--- src/rtl/alu_pkg.sv ---
// ---------------------------------------------------------------------------
// alu_pkg
//   Shared definitions for the pipelined ALU slice.
//   - OP_* : 3-bit opcodes understood by alu_core / alu_pipe.
//   - alu_flags_t : packed result flags {zero, negative, overflow, carry}.
//   - FLAGS_CLEAR : all-zero flag value used at reset.
// ---------------------------------------------------------------------------
package alu_pkg;

  localparam logic [2:0] OP_AND    = 3'b000;
  localparam logic [2:0] OP_ADD    = 3'b001;
  localparam logic [2:0] OP_SUB    = 3'b010;
  localparam logic [2:0] OP_SUBINV = 3'b011;
  localparam logic [2:0] OP_OR     = 3'b100;
  localparam logic [2:0] OP_XOR    = 3'b101;
  localparam logic [2:0] OP_SLT    = 3'b110;
  localparam logic [2:0] OP_PASSB  = 3'b111;

  typedef struct packed {
    logic zero;
    logic negative;
    logic overflow;
    logic carry;
  } alu_flags_t;

  localparam alu_flags_t FLAGS_CLEAR = '{zero: 1'b0, negative: 1'b0,
                                         overflow: 1'b0, carry: 1'b0};

endpackage

--- src/rtl/alu_core.sv ---
// ---------------------------------------------------------------------------
// alu_core
//   Purely combinational ALU datapath: result plus zero/negative/overflow/
//   carry flags for one operation.
//   Configuration macro: ALU_PIPE_SAT_EN
//     defined   -> ADD/SUB/SUBINV clamp to the signed max/min on overflow
//     undefined -> results wrap modulo 2^WIDTH
//   Parameters:
//     WIDTH    operand/result width in bits (>= 4)
//   Ports:
//     op       in   3      opcode (alu_pkg::OP_*)
//     a        in   WIDTH  operand A
//     b        in   WIDTH  operand B
//     y        out  WIDTH  result
//     zero     out  1      y == 0
//     negative out  1      y[WIDTH-1]
//     overflow out  1      signed overflow of ADD/SUB/SUBINV, else 0
//     carry    out  1      ADD carry-out, SUB/SUBINV no-borrow, else 0
// ---------------------------------------------------------------------------
module alu_core
  import alu_pkg::*;
#(
  parameter int WIDTH = 16
) (
  input  logic [2:0]       op,
  input  logic [WIDTH-1:0] a,
  input  logic [WIDTH-1:0] b,
  output logic [WIDTH-1:0] y,
  output logic             zero,
  output logic             negative,
  output logic             overflow,
  output logic             carry
);

  localparam int MSB = WIDTH - 1;
  localparam logic [WIDTH:0] ONE = {{WIDTH{1'b0}}, 1'b1};

  logic [WIDTH:0]   sum_ab;
  logic [WIDTH:0]   diff_ab;
  logic [WIDTH:0]   diff_ba;
  logic             v_add;
  logic             v_sub;
  logic             v_subinv;
  logic             a_lt_b;
  logic [WIDTH-1:0] raw;
  logic [WIDTH-1:0] result;
  logic             v_sel;
  logic             c_sel;

  // All arithmetic is done one bit wider than the operands so that the top
  // bit is the carry-out. Subtraction is a + ~b + 1, so its top bit is the
  // no-borrow indication (1 when the minuend is unsigned >= subtrahend).
  assign sum_ab  = {1'b0, a} + {1'b0, b};
  assign diff_ab = {1'b0, a} + {1'b0, ~b} + ONE;
  assign diff_ba = {1'b0, b} + {1'b0, ~a} + ONE;

  // Signed overflow: for an add both operands share a sign that the result
  // lost; for a subtract the operands differ in sign and the result sign
  // differs from the minuend.
  assign v_add    = (a[MSB] == b[MSB]) && (sum_ab[MSB]  != a[MSB]);
  assign v_sub    = (a[MSB] != b[MSB]) && (diff_ab[MSB] != a[MSB]);
  assign v_subinv = (a[MSB] != b[MSB]) && (diff_ba[MSB] != b[MSB]);

  // Signed less-than taken from the sign of a-b corrected by its overflow,
  // so it stays right even when a-b itself does not fit in WIDTH bits.
  assign a_lt_b = diff_ab[MSB] ^ v_sub;

  // Opcode decode into the wrapped result and the raw overflow/carry.
  always_comb begin
    raw   = '0;
    v_sel = 1'b0;
    c_sel = 1'b0;
    case (op)
      OP_AND:    raw = a & b;
      OP_ADD: begin
        raw   = sum_ab[MSB:0];
        v_sel = v_add;
        c_sel = sum_ab[WIDTH];
      end
      OP_SUB: begin
        raw   = diff_ab[MSB:0];
        v_sel = v_sub;
        c_sel = diff_ab[WIDTH];
      end
      OP_SUBINV: begin
        raw   = diff_ba[MSB:0];
        v_sel = v_subinv;
        c_sel = diff_ba[WIDTH];
      end
      OP_OR:     raw = a | b;
      OP_XOR:    raw = a ^ b;
      OP_SLT:    raw = {{(WIDTH-1){1'b0}}, a_lt_b};
      OP_PASSB:  raw = b;
      default:   raw = '0;
    endcase
  end

`ifdef ALU_PIPE_SAT_EN
  localparam logic [WIDTH-1:0] SAT_MAX = {1'b0, {MSB{1'b1}}};
  localparam logic [WIDTH-1:0] SAT_MIN = {1'b1, {MSB{1'b0}}};

  // Only ADD/SUB/SUBINV can raise v_sel. A wrapped result that looks
  // negative means the true value overflowed upward, and vice versa.
  always_comb begin
    result = raw;
    if (v_sel) begin
      result = raw[MSB] ? SAT_MAX : SAT_MIN;
    end
  end
`else
  // Wrapping build: the modulo-2^WIDTH result goes straight out.
  always_comb begin
    result = raw;
  end
`endif

  // Zero/negative always describe the value actually presented on y.
  assign y        = result;
  assign zero     = (result == '0);
  assign negative = result[MSB];
  assign overflow = v_sel;
  assign carry    = c_sel;

endmodule

--- src/rtl/alu_pipe.sv ---
// ---------------------------------------------------------------------------
// alu_pipe
//   Two-stage pipelined ALU with valid/ready handshakes on both sides.
//   Stage 1 registers op/a/b; stage 2 registers the alu_core result and
//   flags. An op accepted in cycle N is presented in cycle N+2, and one op
//   per cycle is sustained while the consumer keeps out_ready high.
//   Configuration macro: ALU_PIPE_SAT_EN (saturating ADD/SUB/SUBINV, handled
//   inside alu_core).
//   Parameters:
//     WIDTH     operand/result width in bits (>= 4)
//   Ports:
//     clk       in   1      rising-edge clock
//     rst_n     in   1      asynchronous active-low reset
//     in_valid  in   1      op/a/b valid
//     in_ready  out  1      accepting; transfer on in_valid && in_ready
//     op        in   3      opcode (alu_pkg::OP_*)
//     a         in   WIDTH  operand A
//     b         in   WIDTH  operand B
//     out_valid out  1      y and flags valid
//     out_ready in   1      consumer accepts; transfer on out_valid && out_ready
//     y         out  WIDTH  result
//     zero      out  1      y == 0
//     negative  out  1      y[WIDTH-1]
//     overflow  out  1      signed overflow of the operation
//     carry     out  1      ADD carry-out, SUB/SUBINV no-borrow, else 0
// ---------------------------------------------------------------------------
module alu_pipe
  import alu_pkg::*;
#(
  parameter int WIDTH = 16
) (
  input  logic             clk,
  input  logic             rst_n,
  input  logic             in_valid,
  output logic             in_ready,
  input  logic [2:0]       op,
  input  logic [WIDTH-1:0] a,
  input  logic [WIDTH-1:0] b,
  output logic             out_valid,
  input  logic             out_ready,
  output logic [WIDTH-1:0] y,
  output logic             zero,
  output logic             negative,
  output logic             overflow,
  output logic             carry
);

  logic             s1_valid;
  logic [2:0]       s1_op;
  logic [WIDTH-1:0] s1_a;
  logic [WIDTH-1:0] s1_b;

  logic             s2_valid;
  logic [WIDTH-1:0] s2_y;
  alu_flags_t       s2_flags;

  logic             s1_advance;
  logic             s2_advance;

  logic [WIDTH-1:0] core_y;
  logic             core_zero;
  logic             core_negative;
  logic             core_overflow;
  logic             core_carry;

  // A stage may take new data when it is empty or its content leaves this
  // cycle. The chain is combinational from out_ready back to in_ready, which
  // is what lets accept and emit happen on the same beat without a bubble.
  assign s2_advance = !s2_valid || out_ready;
  assign s1_advance = !s1_valid || s2_advance;
  assign in_ready   = s1_advance;

  alu_core #(
    .WIDTH (WIDTH)
  ) u_core (
    .op       (s1_op),
    .a        (s1_a),
    .b        (s1_b),
    .y        (core_y),
    .zero     (core_zero),
    .negative (core_negative),
    .overflow (core_overflow),
    .carry    (core_carry)
  );

  // Stage 1: operand capture. Payload is only loaded on a real transfer so
  // the registers keep their last value while idle.
  always_ff @(posedge clk or negedge rst_n) begin
    if (!rst_n) begin
      s1_valid <= 1'b0;
      s1_op    <= OP_AND;
      s1_a     <= '0;
      s1_b     <= '0;
    end else if (s1_advance) begin
      s1_valid <= in_valid;
      if (in_valid) begin
        s1_op <= op;
        s1_a  <= a;
        s1_b  <= b;
      end
    end
  end

  // Stage 2: result register. Holding while stalled keeps y and flags
  // stable for the consumer; reset discards anything in flight.
  always_ff @(posedge clk or negedge rst_n) begin
    if (!rst_n) begin
      s2_valid <= 1'b0;
      s2_y     <= '0;
      s2_flags <= FLAGS_CLEAR;
    end else if (s2_advance) begin
      s2_valid <= s1_valid;
      if (s1_valid) begin
        s2_y     <= core_y;
        s2_flags <= '{zero:     core_zero,
                      negative: core_negative,
                      overflow: core_overflow,
                      carry:    core_carry};
      end
    end
  end

  assign out_valid = s2_valid;
  assign y         = s2_y;
  assign zero      = s2_flags.zero;
  assign negative  = s2_flags.negative;
  assign overflow  = s2_flags.overflow;
  assign carry     = s2_flags.carry;

endmodule

--- config.mk ---
export PLATFORM = sky130hd
export DESIGN_NAME = alu_pipe
export DESIGN_NICKNAME = d
export VERILOG_FILES = /design/src/rtl/alu_pkg.sv /design/src/rtl/alu_core.sv /design/src/rtl/alu_pipe.sv
export SDC_FILE = /design/constraint.sdc
export NUM_CORES = 1
export LEC_CHECK = 0
export ABC_CLOCK_PERIOD_IN_PS = 6300
export BUFFER_PORTS_ARGS = -buffer_cell sky130_fd_sc_hd__buf_2
export CAP_MARGIN = 20
export CORE_MARGIN = 2
export CORE_UTILIZATION = 65
export DETAILED_ROUTE_END_ITERATION = 12
export GPL_TIMING_DRIVEN = 0
export PLACE_DENSITY = 0.9
export SETUP_SLACK_MARGIN = 0.1
export SYNTH_ARGS = -nofsm -noshare
export SYNTH_HDL_FRONTEND = slang
export SYNTH_SLANG_ARGS = --single-unit
export TNS_END_PERCENT = 30
--- constraint.sdc ---
create_clock -name clk -period 6.3 [get_ports clk]
set_input_delay 0.315 -clock clk [delete_from_list [all_inputs] [get_ports clk]]
set_output_delay 0.315 -clock clk [all_outputs]
set_load 0.05 [all_outputs]
==> results of run 1 <==
==> Yosys cell counts, types with 8 or more instances <==
cell | number | area [sq um]
and2_1 | 8 | 50.1
mux2i_1 | 9 | 90.1
a211oi_1 | 13 | 97.6
o31ai_1 | 10 | 75.1
nor3_1 | 9 | 45.0
ha_1 | 68 | 851
dfrtp_1 | 56 | 1400
clkbuf_1 | 19 | 71.3
mux2_2 | 44 | 495
nor2_1 | 54 | 203
o21ai_0 | 31 | 155
nand2_1 | 45 | 169
o211ai_1 | 10 | 75.1
inv_1 | 47 | 176
a21o_1 | 8 | 60.1
buf_2 | 12 | 60.1
nand2b_1 | 16 | 100
a21oi_1 | 53 | 265
==> critical path, stage by stage (launching register included) <==
cell and delay, ps:
dfrtp_1 490, inv_1 180, ha_1 390, nor2_1 310
o311ai_4 170, a21oi_2 270, o41ai_2 150, or4_1 410
a21oi_1 210, nor2_1 90, fa_1 380, mux2i_1 140
nand3_1 90, o211ai_1 170, o2111ai_1 160, nor4_1 350
and3_1 220, o2111ai_1 160, o41ai_2 260
==> sequential cells by signal, summed over array words and instances (netlist names) <==
name and cells:
carry 1, out_valid 1, overflow 1, s1_a 16
s1_b 16, s1_op 3, s1_valid 1, y 16
zero 1
==> what timing repair did <==
item,in CTS,in global routing
hold endpoints to repair,20,0
hold buffers,1,0
gates resized for setup,0,0
==> power by group through the flow <==
stage          Clock (mW)  Sequential [mW]  Combinational (mW)
2_1_floorplan           0            0.692               0.837
4_1_cts             0.216            0.515                1.38
5_1_grt             0.223            0.529                1.52
6_report            0.211            0.517                1.43
3_5_place_dp            0            0.524                1.37
3_3_place_gp            0            0.514                1.34
==> how the worst max path moves through the flow <==
stage,from,endpoint,slack [ps]
2_1_floorplan,s1_a[1],zero,2590
3_3_place_gp,s1_a[1],zero,1930
3_5_place_dp,s1_a[1],zero,1810
4_1_cts,s1_b[1],zero,1780
5_1_grt,s1_b[1],zero,1480
6_report,s1_b[1],zero,1610
==> kinds of logic after synthesis <==
kind of cell,count (synthesis),synth area share [%]
flip-flops,56,24.0
multiplexers,55,10.6
adder cells (fa/ha/maj),72,15.9
AO/OA/AOI/OAI,217,27.2
buffers and inverters,89,6.29
AND/OR/NAND/NOR,175,15.0
XOR/XNOR,7,1.05
==> final cells by class <==
cell class | count | area [sq um] | area share [%]
buffer | 38 | 176 | 2.75
clock buffer | 5 | 68.8 | 1.07
clock inverter | 3 | 22.5 | 0.351
inverter | 51 | 191 | 2.99
multi-input combinational | 526 | 4080 | 63.6
sequential | 56 | 1400 | 21.9
tap | 108 | 135 | 2.11
timing repair buffer | 63 | 335 | 5.23
==> through the flow <==
stage | util (%) | instances | power (mW) | setup slack [ps] | hold WS [ps]
floorplan | - | 671 | 1.53 | 2590 | 19.4
global placement | 72.1 | 839 | 1.86 | 1930 | 455
detailed placement | 72.3 | 841 | 1.90 | 1810 | 314
CTS | 73.5 | 850 | 2.11 | 1780 | 189
global route | 73.5 | 850 | 2.27 | 1480 | 194
finish | 73.5 | 850 | 2.16 | 1610 | 186
==> routing by layer <==
metal / up-vias / track usage [%] / routed length (microns) / part of all wire [%]
met5: - / 0 / 0 / 0
met4: 0 / 19.1 / 892 / 4.7
met3: 93 / 6.95 / 1870 / 9.8
met2: 429 / 60.8 / 8670 / 45
met1: 2806 / 52.1 / 7740 / 40
li1: 2607 / - / - / -
==> results.toml, run 1 <==
[outcome]
outcome = "complete, no violations"

[cts]
cts_buffers = 5
cts_tree = "built"
clock_latency_ps = 320
postCtsSetupRepairBufs = 0
h-tree-depth = 2
cts.path.max_buffers = 2
clock-sinks = 56
cts_root_buf = "clkbuf_8"
cts.reportedPaths.clkPinSlew_ps = 110

[worst_hold_path]
hold_end = "s1_valid"
hp-start = "in_valid"
min_path_type = "primary input to register"
hold_depth = 2

[logic_synthesis]
yosysSeqAreaShare_pct = 24.0
synth_edf_count = 0
yosys_warnings = 0
synth_cell_types = 85
synthesis.nets = 782
syn-instance-count = 671
synthArstFlopShare_pct = 100
syn_area_per_cell_sq_um = 8.72
ys_seq_elements = 56
syn_area_sq_um = 5850
synth-main-ff-cell = "dfrtp_1"

[power_and_ir_drop]
peakVddDrop_uv = 146
p_seq_share_pct = 23.9
power_density_nw_per_um2 = 337
comb_power_share_pct = 66.3
swShare_pct = 53.7
clkPwrFrac_pct = 9.8
p_sw_mw = 1.16
p_leak_nw = 2.89
internal-power_mw = 1.00

[floorplan]
die_h_microns = 98.9
ios = 61
start_util_pct = 67.1
die_area_sq_um = 9770
die_w_microns = 98.9
rows = 34
design.core.area_sq_um = 8720

[timing]
finalCritPeriodShare_pct = 74.4
hold_viol = 0
fin_skew_ps = 14.7
slew_headroom_pct = 39.1
fmax_ghz = 0.213
setup_viol = 0
min_period_ps = 4690
setup-tns-final_ps = 0
tightest_slew_ps = 913
slew_violations = 0
rsz0062_at_grt = "false"

[cells_and_area]
fill_cells = 684
n_antenna_cell = 0
layout_commonest_cell = "buf_2"
layout_common_cells = "buf_2, ha_1, dfrtp_1"
finalInstanceArea_sq_um = 6410
drive_gt1_share_pct = 20.6
area_growth_pct = 9.61
fin_nets = 852

[global_route]
grt_use_total_pct = 38.9
grt_pass1_vias = 5632
grt_max_degree = 37
antenna_found_initial = 0
gr-total-overflow = 0
grt_pass1_wl_microns = 29800

[setup_path]
start_kind = "register"
critical_path_class = "register to register"
arrival_ps = 4920
required_ps = 6530
worst-path-max-fanout = 5
endpoint_kind = "register"
regToRegEndpoint = "zero"
r2r_start = "s1_b[1]"
ff2ff_path_depth = 18
rrSetupSlack_ps = 1610

[route]
wl_per_cell_microns = 22.6
viasPerCell = 6.98
vias = 5935
drt_iter0_markers = 681
first_pass_iters = 6
drt-total-wl_microns = 19200
drc_errors = 0
ant_nets = 0

[place]
hpwl_microns = 14600
globalplace.congestion = 1.01
port_buffers = 60
dpl_cell_area_sq_um = 6310

[flow_run]
cap_viol_max_count = 0
Power figures use the tool's default switching activity.
==> run 2, diff against run 1 <==
Settings changed: ABC_CLOCK_PERIOD_IN_PS 6300 to 3850, CORE_UTILIZATION 65 to 55, PLACE_DENSITY 0.9 to 0.81.
Clock period 6.3 ns to 3.85 ns, I/O delays scaled along.
==> run 2 against run 1 <==
Against the previous run:
- the flow now finishes with violations (negative setup slack)
- wire length is 6.2% higher
- register-to-register slack worse by 2200 ps
- core utilization is 7.7 points lower
- non-clock buffer count is 27 higher
- via count is 1.5% lower
- power is 71% higher
- final cell count is 6.5% higher
- count of clock-buffer cells in the layout is 1 higher
- sequential share of layout area is 1.1 points lower
- cell area is 5.9% higher
- largest power group unchanged
==> results.toml, run 2 (synthesized netlist as in run 1, its figures left out) <==
[setup_path]
path_buf_inv = 2
path_depth = 19
endpoint_kind = "register"
arrival_ps = 4660
worst-path-max-fanout = 5
required_ps = 4090
start_kind = "register"
slowest_delay_ps = 570
critical_path_class = "register to register"
ff2ff_path_depth = 19
cp_cell_sequence = "inv_2 -> ha_4 -> buf_6 -> nor4_4 -> nand2_1 -> a21oi_4 -> o41ai_4 -> or4_1 -> a21oi_2 -> nor2_2 -> fa_2 -> mux2i_1 -> nand3_1 -> o211ai_1 -> o2111ai_1 -> nor4_1 -> and3_1 -> o2111ai_2 -> o41ai_2"
rrSetupSlack_ps = -570
critical-path-slowest-cell = "or4_1"
regToRegEndpoint = "zero"
r2r_start = "s1_a[7]"
cp_top_family = "simple AND/OR/NAND/NOR gates"

[power_and_ir_drop]
peakVddDrop_uv = 396
clkPwrFrac_pct = 9.6
p_sw_mw = 1.96
p_seq_share_pct = 22.5
comb_power_share_pct = 67.9
swShare_pct = 53.0
p_leak_nw = 3.01
power_mw = 3.71
internal-power_mw = 1.74
power_density_nw_per_um2 = 546

[floorplan]
die_h_microns = 107
die_area_sq_um = 11500
design.core.area_sq_um = 10300
ios = 61
rows = 37
die_w_microns = 107
start_util_pct = 56.6

[place]
pre_cts_ws_ps = -646
place_inst = 869
port_buffers = 60
globalplace.congestion = 0.942
hpwl_microns = 15300

[route]
drt-total-wl_microns = 20400
drt_iter0_markers = 489
wl_per_cell_microns = 22.5
drc_errors = 0
first_pass_iters = 6
vias = 5848
ant_nets = 0
viasPerCell = 6.46

[global_route]
grt_use_total_pct = 35.0
gr-total-overflow = 0
antenna_found_initial = 0
grt_pass1_vias = 5676
grt_max_degree = 37
grt_pass1_wl_microns = 30600

[timing]
rsz0062_at_grt = "true"
setup-tns-final_ps = -976
hold_ws_ps = 52.5
fin_skew_ps = 9.62
slew_headroom_pct = 33.1
tightest_slew_ps = 999
timing.final.ws_setup_ps = -565
setup_viol = 2
finalCritPeriodShare_pct = 115
slew_violations = 0
hold_viol = 0
fmax_ghz = 0.226
min_period_ps = 4420

[outcome]
violations = "negative setup slack"
outcome = "finished with violations"

[cts]
cts.path.max_buffers = 2
cts_tree = "built"
h-tree-depth = 2
cts.reportedPaths.clkPinSlew_ps = 110
cts_buffers = 5
clock-sinks = 56
clock_latency_ps = 330
cts_root_buf = "clkbuf_8"

[worst_hold_path]
hold_depth = 2
hold_end = "s1_valid"
hp-start = "in_valid"
min_path_type = "primary input to register"

[flow_run]
cap_viol_max_count = 0

[cells_and_area]
fin_nets = 879
n_antenna_cell = 0
fill_cells = 862
layout_commonest_cell = "buf_2"
area_growth_pct = 16.1
drive_gt1_share_pct = 26.8
fin_cells = 905
layout_common_cells = "buf_2, ha_1, a21oi_1, nor2_1, dfrtp_1"
run 2: worst max path at each step:
stage / from / end / slack (ps)
2_1_floorplan: s1_a[1] / zero / 140
3_3_place_gp: s1_a[1] / zero / -510
3_5_place_dp: s1_a[1] / zero / -650
4_1_cts: s1_a[8] / zero / -470
5_1_grt: s1_a[7] / zero / -770
6_report: s1_a[7] / zero / -570
run 2: per-stage QoR:
stage | utilization, % | cell area, sq um
floorplan | - | 5850
global placement | 61.2 | 6320
detailed placement | 61.5 | 6350
CTS | 63.5 | 6550
global route | 65.8 | 6790
finish | 65.8 | 6790
run 2: power groups by stage:
stage	Combinational (mW)	Clock, mW	Sequential, mW
6_report	2.52	0.354	0.835
5_1_grt	2.68	0.375	0.851
4_1_cts	2.33	0.356	0.833
3_5_place_dp	2.27	0	0.856
3_3_place_gp	2.23	0	0.841
2_1_floorplan	1.37	0	1.13
run 2: repair_timing:
action,4_1_cts,5_1_grt
resized for setup,10,27
setup endpoints to repair,2,2
hold buffers,1,0
hold endpoints to repair,20,0
buffers inserted,11,16
pin swaps,4,16
run 2: layout make-up:
class	instances	area (sq um)	share of cell area (%)
inverters	51	196	2.89
flip-flops and latches	56	1410	20.7
multi-input cells	526	4200	61.9
well taps	136	170	2.51
clock inverters	2	16.3	0.240
plain buffers	38	186	2.75
clock buffers	6	72.6	1.07
repair buffers	90	541	7.96
run 2: worst register-to-register path: stages (launching register included):
cell and delay (ps):
dfrtp_1 410, inv_2 90, ha_4 200, buf_6 130
nor4_4 340, nand2_1 140, a21oi_4 210, o41ai_4 110
or4_1 570, a21oi_2 170, nor2_2 70, fa_2 360
mux2i_1 130, nand3_1 90, o211ai_1 170, o2111ai_1 150
nor4_1 300, and3_1 240, o2111ai_2 120, o41ai_2 340
run 2: routing by layer:
metal	part of all wire (%)	GRT usage [%]
met5	0	0
met4	4.3	13.2
met3	8.6	6.32
met2	45	56.8
met1	42	46.4
